==> src/rtl/alu_issue_pkg.sv <==
// Shared definitions for the alu_issue block: parameter defaults, alu
// opcode constants and the issue FSM state encoding.
// Optional feature macro: ALU_ISSUE_IMM_EN (16-bit sign-extended immediate).
package alu_issue_pkg;

  localparam int DATA_W_DEF = 32;
  localparam int AW_DEF     = 5;

  localparam logic [3:0] ALU_ADD = 4'h2;
  localparam logic [3:0] ALU_SUB = 4'h6;

  typedef enum logic [1:0] {
    IDLE = 2'd0,
    READ = 2'd1,
    EXEC = 2'd2,
    WB   = 2'd3
  } state_t;

endpackage

==> src/rtl/issue_regfile.sv <==
// Register file for alu_issue: two async read ports, one sync write port,
// register 0 reads as zero and ignores writes, async active-low clear.
module issue_regfile #(
  parameter int DATA_W = 32,
  parameter int AW     = 5
) (
  input  logic              clk,
  input  logic              rst_n,
  input  logic [AW-1:0]     ra_a,
  input  logic [AW-1:0]     ra_b,
  output logic [DATA_W-1:0] rd_a,
  output logic [DATA_W-1:0] rd_b,
  input  logic              we,
  input  logic [AW-1:0]     wa,
  input  logic [DATA_W-1:0] wd
);

  localparam int NREG = 1 << AW;

  logic [DATA_W-1:0] mem [NREG];

  // Storage: cleared on reset, writes to index 0 are dropped.
  always_ff @(posedge clk or negedge rst_n) begin
    if (!rst_n) begin
      for (int i = 0; i < NREG; i++) mem[i] <= '0;
    end else if (we && (wa != '0)) begin
      mem[wa] <= wd;
    end
  end

  // Async reads with register 0 hardwired to zero.
  always_comb begin
    rd_a = (ra_a == '0) ? '0 : mem[ra_a];
    rd_b = (ra_b == '0) ? '0 : mem[ra_b];
  end

endmodule

==> src/rtl/alu_issue.sv <==
// alu_issue: serialising single-op issue FSM (IDLE->READ->EXEC->WB) in front
// of an external combinational alu, with a direct register-load port.
// Optional feature macro: ALU_ISSUE_IMM_EN adds In_use_imm/In_imm, which
// replace operand B with a sign-extended 16-bit immediate.
module alu_issue
  import alu_issue_pkg::*;
#(
  parameter int DATA_W = DATA_W_DEF,
  parameter int AW     = AW_DEF
) (
  input  logic              Clk,
  input  logic              Rst_n,
  input  logic              In_valid,
  output logic              In_ready,
  input  logic [3:0]        In_op,
  input  logic [AW-1:0]     In_rs,
  input  logic [AW-1:0]     In_rt,
  input  logic [AW-1:0]     In_rd,
`ifdef ALU_ISSUE_IMM_EN
  input  logic              In_use_imm,
  input  logic [15:0]       In_imm,
`endif
  input  logic              Ld_valid,
  input  logic [AW-1:0]     Ld_rd,
  input  logic [DATA_W-1:0] Ld_data,
  output logic [DATA_W-1:0] Alu_A,
  output logic [DATA_W-1:0] Alu_B,
  output logic [3:0]        Alu_Op,
  input  logic [DATA_W-1:0] Alu_Out,
  input  logic              Alu_Zero,
  output logic              Wb_valid,
  output logic [AW-1:0]     Wb_rd,
  output logic [DATA_W-1:0] Wb_data,
  output logic              Zero_flag
);

  state_t state, state_nxt;

  logic [3:0]        op_q;
  logic [AW-1:0]     rs_q, rt_q, rd_q;
  logic              accept, ld_go;
  logic [DATA_W-1:0] rf_a, rf_b, opb_src;
  logic              rf_we;
  logic [AW-1:0]     rf_wa;
  logic [DATA_W-1:0] rf_wd;

  assign In_ready = (state == IDLE) && !Ld_valid;
  assign accept   = In_valid && In_ready;
  assign ld_go    = (state == IDLE) && Ld_valid;

  // State register.
  always_ff @(posedge Clk or negedge Rst_n) begin
    if (!Rst_n) state <= IDLE;
    else        state <= state_nxt;
  end

  // Next-state: every non-IDLE state lasts one cycle.
  always_comb begin
    state_nxt = state;
    case (state)
      IDLE:    if (accept) state_nxt = READ;
      READ:    state_nxt = EXEC;
      EXEC:    state_nxt = WB;
      WB:      state_nxt = IDLE;
      default: state_nxt = IDLE;
    endcase
  end

  // Capture the request fields at the accept handshake.
  always_ff @(posedge Clk or negedge Rst_n) begin
    if (!Rst_n) begin
      op_q <= '0;
      rs_q <= '0;
      rt_q <= '0;
      rd_q <= '0;
    end else if (accept) begin
      op_q <= In_op;
      rs_q <= In_rs;
      rt_q <= In_rt;
      rd_q <= In_rd;
    end
  end

`ifdef ALU_ISSUE_IMM_EN
  logic        use_imm_q;
  logic [15:0] imm_q;

  // Immediate fields travel with the rest of the request.
  always_ff @(posedge Clk or negedge Rst_n) begin
    if (!Rst_n) begin
      use_imm_q <= 1'b0;
      imm_q     <= '0;
    end else if (accept) begin
      use_imm_q <= In_use_imm;
      imm_q     <= In_imm;
    end
  end

  assign opb_src = use_imm_q ? {{(DATA_W-16){imm_q[15]}}, imm_q} : rf_b;
`else
  assign opb_src = rf_b;
`endif

  // Operand latches double as the alu drive; they hold outside EXEC.
  always_ff @(posedge Clk or negedge Rst_n) begin
    if (!Rst_n) begin
      Alu_A  <= '0;
      Alu_B  <= '0;
      Alu_Op <= '0;
    end else if (state == READ) begin
      Alu_A  <= rf_a;
      Alu_B  <= opb_src;
      Alu_Op <= op_q;
    end
  end

  // Result capture at the end of EXEC; Wb_valid is high only during WB.
  always_ff @(posedge Clk or negedge Rst_n) begin
    if (!Rst_n) begin
      Wb_valid  <= 1'b0;
      Wb_rd     <= '0;
      Wb_data   <= '0;
      Zero_flag <= 1'b0;
    end else begin
      Wb_valid <= (state == EXEC);
      if (state == EXEC) begin
        Wb_rd     <= rd_q;
        Wb_data   <= Alu_Out;
        Zero_flag <= Alu_Zero;
      end
    end
  end

  // Loads and writeback are mutually exclusive by state, so a simple mux.
  always_comb begin
    rf_we = ld_go || (state == WB);
    rf_wa = ld_go ? Ld_rd   : Wb_rd;
    rf_wd = ld_go ? Ld_data : Wb_data;
  end

  issue_regfile #(.DATA_W(DATA_W), .AW(AW)) u_regfile (
    .clk   (Clk),
    .rst_n (Rst_n),
    .ra_a  (rs_q),
    .ra_b  (rt_q),
    .rd_a  (rf_a),
    .rd_b  (rf_b),
    .we    (rf_we),
    .wa    (rf_wa),
    .wd    (rf_wd)
  );

endmodule

==> config.mk <==
export PLATFORM = sky130hd
export DESIGN_NAME = alu_issue
export DESIGN_NICKNAME = d
export VERILOG_FILES = /design/src/rtl/alu_issue_pkg.sv /design/src/rtl/issue_regfile.sv /design/src/rtl/alu_issue.sv
export SDC_FILE = /design/constraint.sdc
export NUM_CORES = 2
export LEC_CHECK = 0
export CORE_MARGIN = 2
export CORE_UTILIZATION = 58
export CTS_BUF_LIST = sky130_fd_sc_hd__clkbuf_4 sky130_fd_sc_hd__clkbuf_8
export CTS_CLUSTER_SIZE = 16
export DETAILED_ROUTE_END_ITERATION = 8
export PLACE_DENSITY = 0.82
export REMOVE_ABC_BUFFERS = 1
export SLEW_MARGIN = 20
export SYNTH_ARGS = -nofsm -noshare
export SYNTH_HDL_FRONTEND = slang
export SYNTH_HIERARCHICAL = 1
export SYNTH_SLANG_ARGS = --single-unit
==> constraint.sdc <==
create_clock -name Clk -period 2.5 [get_ports Clk]
set_input_delay 0.25 -clock Clk [delete_from_list [all_inputs] [get_ports Clk]]
set_output_delay 0.25 -clock Clk [all_outputs]
set_load 0.05 [all_outputs]
# After elaboration in Yosys (flattened, before gate mapping)
# Cells that the tools add are included.
[classes]
mul = 0
div_mod_pow = 0
magnitude_cmp = 4
reduce_logical = 11
addsub = 0
shifts = 0
n_bitwise = 3
eq_ne = 4
muxes = 15
[op_table]
columns = ["cell", "n"]
rows = [
  ["1024-bit bitwise mux", 1],
  ["32-bit binary-select mux with 5-bit select", 2],
  ["32-bit 2-to-1 mux", 8],
  ["32-bit demux with 5-bit select", 1],
  ["6-bit greater-or-equal comparator, second input constant", 3],
  ["5-bit inverter with 6-bit output", 3],
  ["5-bit zero test", 2],
  ["2-bit one-hot mux with 4 select lines", 1],
  ["6-bit by 1-bit less-than comparator with 1-bit output, second input constant", 1],
  ["1-bit logical AND", 5],
  ["5-bit 2-to-1 mux", 1],
  ["5-bit nonzero test", 1],
  ["2-bit == test, second input constant", 2],
  ["2-bit by 1-bit == test with 1-bit output, second input constant", 1],
  ["2-bit zero test", 1],
  ["2-bit 2-to-1 mux", 1],
  ["2-bit inequality test, second input constant", 1],
  ["1-bit zero test", 1],
  ["1-bit logical OR", 1],
]
[totals]
in_bits = 93
ff_bits = 1152
romBits = 0
n_memories = 0
latchBits = 0
ramBits = 0

# Depth between registers and ports, before layout
[logic_depth]
word_depth = 9
depth_mapped = 12
mapped_depth_nobuf = 8

# By module
# Netlist, hierarchy kept.
[by_module_without_submodules]
columns = ["module", "seq_area_each_um2", "n_inst", "cells_each", "area_per_inst_um2"]
rows = [
  ["issue_regfile", 25624.6, 1, 3621, 54369.6],
  ["alu_issue", 3203.1, 1, 323, 5330.1],
]

# Worst setup path after synthesis
# Ideal clock, no wire load.
[synth_path]
path_kind = "register to register"
startpoint = "register state[0]"
endpoint = "register u_regfile/mem[769] (netlist name)"
setup_slack_ps = -174
period_less_slack_ps = 2674
arrival_ps = 2550
stages_incl_launch_ff = 12
cell_sequence = "dfrtp_1 -> inv_1 -> ha_1 -> nand2_1 -> buf_6 -> mux2_2 -> nand2b_1 -> nor3b_1 -> and3_1 -> clkbuf_2 -> buf_4 -> mux2_2"
[synth_via]
elab_chain_cells = 9
[synth_lines]
columns = ["element", "line", "text"]
rows = [
  ["start, declared", "alu_issue.sv:37", "state_t state, state_nxt;"],
  ["start signal, assigned", "alu_issue.sv:54", "else state <= state_nxt;"],
  ["2-bit zero test (*)", "alu_issue.sv:49", "assign ld_go = (state == IDLE) && Ld_valid;"],
  ["1-bit logical AND (*)", "alu_issue.sv:49", ""],
  ["5-bit 2-to-1 mux (*)", "alu_issue.sv:137", "rf_wa = ld_go ? Ld_rd : Wb_rd;"],
  ["via rf_wa[3]", "alu_issue.sv:44", "logic [AW-1:0] rf_wa;"],
  ["5-bit inverter with 6-bit output (implied by the code)", "issue_regfile.sv:27", "mem[wa] <= wd;"],
  ["6-bit greater-or-equal comparator (implied by the code) or 6-bit by 1-bit less-than comparator with 1-bit output (tied branches)", "issue_regfile.sv:27", ""],
  ["1-bit logical AND (implied by the code)", "issue_regfile.sv:27", ""],
  ["32-bit 2-to-1 mux (implied by the code)", "issue_regfile.sv:27", ""],
  ["32-bit demux with 5-bit select", "issue_regfile.sv:27", ""],
  ["1024-bit bitwise mux", "issue_regfile.sv:27", ""],
  ["end signal, assigned by index", "issue_regfile.sv:27", ""],
  ["end, declared", "issue_regfile.sv:20", "logic [DATA_W-1:0] mem [NREG];"],
]
# The timed path passes the listed nets; every way through them passes the cells marked *.
# A chain may end at the register's enable or synchronous reset.

# Final worst setup path
[layout_path]
startpoint = "register rt_q[0]"
endpoint = "register Alu_B[13]"
[layout_via]
elab_chain_cells = 5
[layout_lines]
columns = ["element", "line", "text"]
rows = [
  ["start, declared", "alu_issue.sv:40", "logic [AW-1:0] rs_q, rt_q, rd_q;"],
  ["start signal, assigned", "alu_issue.sv:79", "rt_q <= In_rt;"],
  ["5-bit inverter with 6-bit output (implied by the code)", "issue_regfile.sv:34", "rd_b = (ra_b == '0) ? '0 : mem[ra_b];"],
  ["32-bit binary-select mux with 5-bit select", "issue_regfile.sv:34", ""],
  ["32-bit 2-to-1 mux (implied by the code) (2 in a row)", "issue_regfile.sv:34", ""],
  ["32-bit 2-to-1 mux (*)", "issue_regfile.sv:34", ""],
  ["via opb_src[13]", "alu_issue.sv:42", "logic [DATA_W-1:0] rf_a, rf_b, opb_src;"],
  ["end signal, assigned", "alu_issue.sv:112", "Alu_B <= opb_src;"],
  ["end, declared", "alu_issue.sv:27", "output logic [DATA_W-1:0] Alu_B,"],
]
# The timed path passes the listed nets; every way through them passes the cells marked *. The select of a mux whose other input is x is not followed.

==> metrics.txt <==
Ports 201; R2R setup slack -280 ps; CP arrival 3550 ps; crit path capture type register; total CTS buffers 188; ratio of cells with drive above 1 in the final layout 57.0%; Synth top area share 48.3%; total power divided by cell area ~1500 mW/mm²; via count 41800; GR Overflow Total 0; vias per inst 7.01; Slew HR 51.7%; CP required 3270 ps; P&R area growth vs syn 23.6%; CP cell instances buf_12, mux4_2, nor2b_1, a211oi_2, a311oi_1, buf_4, mux2_2; Initial Utilization between 50% and 60%; cells on worst reg2reg path 7; status finished with violations; Slew @ Worst Pin ~700 ps; HP Start In_rs[4]; Syn Std Cell Area between 0.05 and 0.06 mm²; Final Cycle Share 111%; max incr delay on CP 600 ps; synthesis-stage register bit count 1152; HPWL Detailed 114 mm; Clock Skews between 40 and 50 ps; most frequent cells in the layout dfrtp_1 (1142), mux2_2 (1120), mux4_2 (448); Placement Setup Slack -510 ps; DRT Pass-1 Iters 7; first-pass GRT wire length 273 mm; antenna violations before repair 5; GR Layer Usage met3 8.44%; vias in the first global route about 43000; RSZ-0062 raised after global routing yes; failing checks setup timing; warnings from Yosys 6; Die ar. around 0.11 mm²; critical path type reg2reg; CTS tree done; drt total wl around 200 mm; Die Wd 325 µm; Clock Pin Slew Worst Setup and Hold Paths 60 ps; sequential fraction of the synthesis area roughly half; overall routing resource usage 34.7%; Detail Route Antenna Nets 0; Std-Cell Rows 117; Final min period 2780 ps; gr busiest metal met2; Clock Sinks around 1200; Post-Synthesis Cells between 3000 and 4000; Min-Delay Path Class in2reg; largest net degree at the start of global routing 112; Critical Path Slowest Stage Cell dfrtp_4; Max Root-Sink Buffers 3; launch point of the worst reg-to-reg path rt_q[0]; nets@finish 4540; endpoints failing hold 0; 1st-iter DRT viols roughly 4700; Slew Viols, Final 0; post-synth top area cell dfrtp_1; global placement routability congestion about 0.89; Fin Setup TNS -32620 ps; Leakage 32.7 nW; Worst VDD drop 1.15 mV; CTS root buf clkbuf_8; DIE HEIGHT 325 µm; Layout Cells excl Fill just under 6000; latest clock arrival within the worst-skew pair 920 ps; Worst Hold Path EP rs_q[4]; final setup margin -276 ps; Netlist cell types 40; MaxCap Viol Count 0; core footprint 0.102 mm²; hold path cells 2; M2 GR Usage roughly 55%; WL per Instance roughly 33 µm; Critical Path Source Type register; most common cell after layout, fill and taps aside dfrtp_1; # H-tree levels 4; largest fanout on the critical path 11; # placed instances approximately 5500; Max Fclk 360 MHz; syn_area_per_cell about 15 µm²; top cells by area, synth dfrtp_1 (48%), mux2_2 (23%), mux4_2 (17%), mux2i_1 (2.2%), buf_2 (1.5%); DRC viols 0; GR Util met1 43.7%; Worst Hold Margin roughly 87 ps; Port Buffer Count 200; Setup Viol. Count Final around 600; FF-to-FF End Alu_B[13]
## layer usage
layer,part of all wire (%),vias up
li1,-,16300
met1,34,21800
met2,46,2846
met3,11,927
met4,8.5,4
met5,0.014,-
## how the worst max path moves through the flow
stage          startpoint                  to  slack, ps
3_5_place_dp     Ld_valid  u_regfile/mem[298]       -510
3_3_place_gp     Ld_valid  u_regfile/mem[297]       -460
5_1_grt           rt_q[0]           Alu_B[13]       -240
6_report          rt_q[0]           Alu_B[13]       -280
2_1_floorplan     rs_q[1]           Alu_A[10]      -8890
4_1_cts          state[1]  u_regfile/mem[785]        -10
## cell families (layout without fill, tap and decap cells)
| family | count (synthesis) | count (layout) | synth area share [%] |
|---|---|---|---|
| simple gates | 170 | 170 | 1.53 |
| fa+ha+maj | 5 | 5 | 0.105 |
| other cells | 0 | 6 | 0 |
| mux | 1796 | 1796 | 42.1 |
| buf+inv | 454 | 1094 | 3.52 |
| compound gates | 367 | 367 | 4.42 |
| flops | 1152 | 1152 | 48.3 |
## power by group
group          total [mW]  internal [mW]  leakage [nW]  switching (mW)
clock                17.7           9.82          2.15            7.87
combinational        57.2           28.9          15.4            28.3
sequential           32.6           26.4          15.1            6.17
total                 107           65.1          32.7            42.3
## Yosys cell counts, drive strengths merged
cell	count
nor4	1
nand2b	6
nand4b	3
mux2	1219
or2	2
a311oi	64
inv	5
nor3	3
or3	3
nor3b	2
dfrtp	1152
nor2	20
and3	1
ha	5
a221oi	46
a22oi	64
o21ai	111
mux2i	129
nand2	51
or4	2
o2111ai	18
nor2b	72
clkbuf	225
mux4	448
a211oi	64
buf	224
and2	2
nand3	1
nand4	1
## layout make-up
| cell class | instances | area, µm² |
|---|---|---|
| fill | 6012 | 28100 |
| timing repair buffer | 757 | 9420 |
| tap | 1368 | 1710 |
| antenna | 6 | 15.0 |
| multi-input combinational | 2338 | 29700 |
| clock inverter | 27 | 268 |
| sequential | 1152 | 28900 |
| clock buffer | 305 | 3770 |
| inverter | 5 | 21.3 |
## flip-flops by register name, indices dropped and copies added, names as in the netlist, 5 cells and up
register	flops
rt_q	5
Wb_data	32
Alu_A	32
Wb_rd	5
u_regfile/mem	1024
rd_q	5
rs_q	5
Alu_B	32
## critical path: cells and delay by family, from the launching register on
family                 cells  cell delay (ps)
buffers and inverters      2              450
muxes                      2              750
and+or+nand+nor            1              160
AOI/OAI and AO/OA          2              690
DFF                        1              600
## what timing repair did
item                       in CTS  in global routing
hold endpoints to repair     1202                  0
hold buffers                   52                  0
pin swaps                       4                 13
cloned                         11                 21
resized for setup              87                174
setup endpoints to repair    1012                575
buffers inserted               18                 30
## per-stage QoR
step / power (mW) / instance area, µm² / utilization [%]
after floorplan: 59.2 / 57600 / -
after global placement: 82.9 / 67000 / 65.7
after detailed placement: 84.6 / 67000 / 65.7
after CTS: 104 / 72300 / 71.0
after global routing: 111 / 73800 / 72.4
final: 107 / 73800 / 72.4
No activity file was read; power rests on OpenSTA's default activity.
